### src/rtl/alu_pkg.sv
// alu_pkg: condition-code enum, NZCV flag indices and the condition evaluator.
package alu_pkg;
  typedef enum logic [3:0] {
    EQ, NE, CS, CC, MI, PL, VS, VC, HI, LS, GE, LT, GT, LE, AL, NV
  } cond_e;
  localparam int FLAG_N = 3;
  localparam int FLAG_Z = 2;
  localparam int FLAG_C = 1;
  localparam int FLAG_V = 0;
  function automatic logic cond_eval(input cond_e cond, input logic [3:0] nzcv);
    logic n, z, c, v;
    n = nzcv[FLAG_N];
    z = nzcv[FLAG_Z];
    c = nzcv[FLAG_C];
    v = nzcv[FLAG_V];
    cond_eval = 1'b0;
    case (cond)
      EQ: cond_eval = z;
      NE: cond_eval = !z;
      CS: cond_eval = c;
      CC: cond_eval = !c;
      MI: cond_eval = n;
      PL: cond_eval = !n;
      VS: cond_eval = v;
      VC: cond_eval = !v;
      HI: cond_eval = c && !z;
      LS: cond_eval = !c || z;
      GE: cond_eval = n == v;
      LT: cond_eval = n != v;
      GT: cond_eval = !z && (n == v);
      LE: cond_eval = z || (n != v);
      AL: cond_eval = 1'b1;
      NV: cond_eval = 1'b0;
    endcase
  endfunction
endpackage

### src/rtl/alu_cond_unit_skid.sv
// alu_cond_skid: 2-entry valid/ready buffer (output register + skid entry), ready registered.
module alu_cond_skid #(
  parameter int W = 5
) (
  input  logic         clk,
  input  logic         rst_n,
  input  logic         i_valid,
  output logic         o_ready,
  input  logic [W-1:0] i_data,
  output logic         o_valid,
  input  logic         i_ready,
  output logic [W-1:0] o_data
);
  logic         r_out_v, r_sk_v;
  logic [W-1:0] r_out_d, r_sk_d;
  logic         w_acc, w_load;
  assign o_ready = !r_sk_v;
  assign w_acc   = i_valid && !r_sk_v;
  assign w_load  = !r_out_v || i_ready;
  assign o_valid = r_out_v;
  assign o_data  = r_out_d;
  always_ff @(posedge clk or negedge rst_n) begin
    if (!rst_n) begin
      r_out_v <= 1'b0;
      r_out_d <= '0;
      r_sk_v  <= 1'b0;
      r_sk_d  <= '0;
    end else if (w_load) begin
      // A full skid entry always blocks acceptance, so it drains first.
      r_out_v <= r_sk_v || w_acc;
      r_sk_v  <= 1'b0;
      if (r_sk_v) r_out_d <= r_sk_d;
      else if (w_acc) r_out_d <= i_data;
    end else if (w_acc) begin
      r_sk_v <= 1'b1;
      r_sk_d <= i_data;
    end
  end
endmodule

### src/rtl/alu_cond_unit.sv
// alu_cond_unit: NZCV status register plus condition-code query unit with registered results.
// Optional ALU_COND_SHADOW_EN adds a shadow flag register with save/restore.
module alu_cond_unit
  import alu_pkg::*;
#(
  parameter int TAG_W = 4
) (
  input  logic             clk,
  input  logic             rst_n,
  input  logic             flag_we,
  input  logic             n_in,
  input  logic             z_in,
  input  logic             c_in,
  input  logic             v_in,
  input  logic             q_valid,
  output logic             q_ready,
  input  logic [3:0]       q_cond,
  input  logic [TAG_W-1:0] q_tag,
  output logic             r_valid,
  input  logic             r_ready,
  output logic             r_pass,
  output logic [TAG_W-1:0] r_tag,
  output logic [3:0]       flags
`ifdef ALU_COND_SHADOW_EN
  ,
  input  logic             flag_save,
  input  logic             flag_restore
`endif
);
  logic [3:0]     r_flags;
  logic [3:0]     w_next;
  logic [TAG_W:0] w_req, w_res;
`ifdef ALU_COND_SHADOW_EN
  logic [3:0] r_shadow;
  assign w_next = flag_we ? {n_in, z_in, c_in, v_in} : flag_restore ? r_shadow : r_flags;
  always_ff @(posedge clk or negedge rst_n) begin
    if (!rst_n) r_shadow <= '0;
    else if (!flag_we && !flag_restore && flag_save) r_shadow <= r_flags;
  end
`else
  assign w_next = flag_we ? {n_in, z_in, c_in, v_in} : r_flags;
`endif
  always_ff @(posedge clk or negedge rst_n) begin
    if (!rst_n) r_flags <= '0;
    else r_flags <= w_next;
  end
  // Evaluating against the next flag value gives write-before-read bypass.
  assign w_req = {cond_eval(cond_e'(q_cond), w_next), q_tag};
  alu_cond_skid #(.W(TAG_W + 1)) u_skid (
    .clk    (clk),
    .rst_n  (rst_n),
    .i_valid(q_valid),
    .o_ready(q_ready),
    .i_data (w_req),
    .o_valid(r_valid),
    .i_ready(r_ready),
    .o_data (w_res)
  );
  assign r_pass = w_res[TAG_W];
  assign r_tag  = w_res[TAG_W-1:0];
  assign flags  = r_flags;
endmodule

### config.mk
export PLATFORM = sky130hd
export DESIGN_NAME = alu_cond_unit
export DESIGN_NICKNAME = d
export VERILOG_FILES = /design/src/rtl/alu_pkg.sv /design/src/rtl/alu_cond_unit_skid.sv /design/src/rtl/alu_cond_unit.sv
export SDC_FILE = /design/constraint.sdc
export NUM_CORES = 1
export LEC_CHECK = 0
export ABC_AREA = 1
export BUFFER_PORTS_ARGS = -buffer_cell sky130_fd_sc_hd__buf_2
export CORE_MARGIN = 2
export CORE_UTILIZATION = 50
export DETAILED_ROUTE_END_ITERATION = 16
export PLACE_DENSITY = 0.88
export RECOVER_POWER = 100
export SYNTH_ARGS = -nofsm -noshare
export SYNTH_HDL_FRONTEND = slang
export SYNTH_SLANG_ARGS = --single-unit
### constraint.sdc
create_clock -name clk -period 1.4 [get_ports clk]
set_input_delay 0.14 -clock clk [delete_from_list [all_inputs] [get_ports clk]]
set_output_delay 0.14 -clock clk [all_outputs]
set_load 0.01 [all_outputs]
==> run_results.csv <==
group,metric,value,unit
routing,wl_per_cell,11.2,um
setup_path,crit_type,"reg2reg",
pwr,p_leak,0.679,nW
pwr,max-vdd-ir-drop,0.761,mV
logic_synthesis,synth_cell_type_count,19,
cells_and_area,area_growth,23.8,%
setup_path,worstPathCellList,"inv_1 -> nand2_2 -> nand2_2 -> buf_4 -> o21ai_0 -> a21oi_1 -> nor2_1 -> nand4_1 -> nand2_1 -> nand2_1",
logic_synthesis,synth-warning-count,0,
sta,fin_crit_sh,96.5,%
sta,tns,0,ps
routing,ant_nets,0,
logic_synthesis,synthArstFlopShare,100,%
setup_path,start_kind,"flop",
setup_path,worst_path_max_delay_cell,"dfrtp_1",
clock_tree,clockBufferDepth,2,
floorplanning,core,0.00175,mm^2
sta,tightest_slew,854,ps
global_route,grt_overflow,0,
clock_tree,cts-root-buf,"clkbuf_4",
global_route,grt_max_degree,17,
floorplanning,dieArea,0.00226,mm^2
outcome,outcome,"complete, no violations",
logic_synthesis,netlist_area,946,um^2
logic_synthesis,synth_common_cells,"nand2_1, inv_1, dfrtp_1",
routing,routed_wl,2170,um
cells_and_area,num-nets-final,186,
logic_synthesis,synth_edf_count,0,
pwr,total_power,1.24,mW
routing,dr.pass1.iters,4,
routing,vias,951,
floorplanning,start_util,54.2,%
setup_path,worst-path-buf-inv,2,
placed_design,pre_cts_ws,99.0,ps
hold_path,hold_class,"in2reg",
setup_path,arrival,1550,ps
logic_synthesis,syn_avg_cell_area,7.01,um^2
clock_tree,cts_tree,"yes",
logic_synthesis,syn_inst,135,
pwr,powerDensity,1060,mW/mm^2
global_route,antenna_found_initial,0,
cells_and_area,instances_no_fill,193,
global_route,grt_pass1_wl,3410,um
clock_tree,clk-insertion-delay-late,300,ps
global_route,grt_pass1_vias,869,
setup_path,end_kind,"flop",
setup_path,critical_path.top_delay_family,"simple AND/OR/NAND/NOR gates",
sta,finalWorstPathRequiredPeriod,1350,ps
routing,drc,0,
setup_path,crit_fanout,3,
placed_design,dp_cells,187,
routing,drtIter0Drc,14,
global_route,track_usage,22.2,%
clock_tree,clock_sinks,16,
clock_tree,cts_buffers,3,
setup_path,worst_path_largest_cell_delay,390,ps
placed_design,dp_hpwl,1720,um
floorplanning,dieWidth,47.5,um
floorplanning,rows,15,
sta,fin_ws,48.7,ps
logic_synthesis,ys_seq_area_share,42.3,%
sta,drv_slew,0,
job,drv_cap,0,
cells_and_area,n_antenna_cell,0,
logic_synthesis,ys_ff_latch,16,
sta,finalSetupViolCount,0,
sta,whs,55.1,ps
sta,fmax,740,MHz
placed_design,place_area,0.00111,mm^2
sta,hold_viol,0,
logic_synthesis,ys.flop_type,"dfrtp_1",
cells_and_area,stdcell_area,0.00117,mm^2
floorplanning,die_h,47.5,um
logic_synthesis,synth_top_cells_by_area,"dfrtp_1, nand2_1, inv_1",
sta,rsz0062_at_grt,"true",
logic_synthesis,synth_largest_area_cell,"dfrtp_1",
setup_path,cp.required,1600,ps
placed_design,port_buffers,27,
floorplanning,ios,28,
sta,slew_headroom,43.1,%
cells_and_area,layout-drive-gt1-share,29.8,%
logic_synthesis,synth_top_area_share,42.3,%
clock_tree,path_clk_slew,90,ps
logic_synthesis,postSynthNetCount,152,
sta,fin_skew,0.520,ps
placed_design,gp_congestion,0.903,
cells_and_area,fin_util,67.1,%
clock_tree,htreeDepth,1,
logic_synthesis,yosysMostFrequentCell,"nand2_1",
routing,viasPerCell,4.93,
## area by class of cell
class                   count  area [um^2]
fillers                   165          574
clock buffers               4         36.3
flip-flops and latches     16          400
repair buffers             31          166
well taps                  25         31.3
multi-input cells          95          449
inverters                  22         87.6
## sequential cells by signal, indices dropped and copies added (netlist names)
| register | count |
|---|---|
| u_skid.o_valid | 1 |
| u_skid.r_sk_v | 1 |
| flags | 4 |
| u_skid.o_data | 5 |
| u_skid.r_sk_d | 5 |
## where the power goes
group          total, mW  switching (mW)  internal, mW
combinational      0.340           0.203         0.137
clock              0.314           0.155         0.159
sequential         0.585          0.0477         0.537
## cells in the final DEF, fill, tap and decap left out, types with 2 or more instances in the layout
cell,count
nand2_1,51
inv_1,21
nor2_1,11
a31oi_1,4
nand2_2,9
nand3_2,3
clkbuf_4,3
buf_4,3
buf_2,26
nand4_1,2
nand3_1,6
a21oi_1,3
dfrtp_1,16
## path summary, 6_finish.rpt
check                            startpoint  slack, ps               end  depth (start not counted)
setup reg to reg                   flags[0]         50  u_skid.o_data[4]                         10
hold reg to reg            u_skid.r_sk_d[1]        490  u_skid.r_sk_d[1]                          2
max in group asynchronous             rst_n        410     u_skid.r_sk_v                          2
hold / removal                     q_tag[2]         60  u_skid.r_sk_d[2]                          3
min in group asynchronous             rst_n        470  u_skid.r_sk_d[2]                          2
setup / recovery                   flags[0]         50  u_skid.o_data[4]                         10
## per-layer routing
metal	global-route usage [%]	wire (um)
met1	25.3	945
met2	38.6	1110
met3	6.42	90
met4	9.44	25
met5	0	0
## worst min-delay path, stage by stage
cell and delay [ps]:
buf_2 80, nand2_1 50, nand2_1 50
## logic make-up after synthesis
logic type             after synthesis  share of synthesized area (%)
flip-flops                          16                           42.3
buffers and inverters               24                           11.2
AND/OR/NAND/NOR                     85                           40.2
AO/OA/AOI/OAI                       10                           6.22
## repair_timing
item,CTS,global route
gates resized for setup,0,4
setup buffers,0,1
hold endpoints to repair,16,0
hold buffers,1,0
endpoints found under the setup margin,0,2
Power figures use the tool's default switching activity.
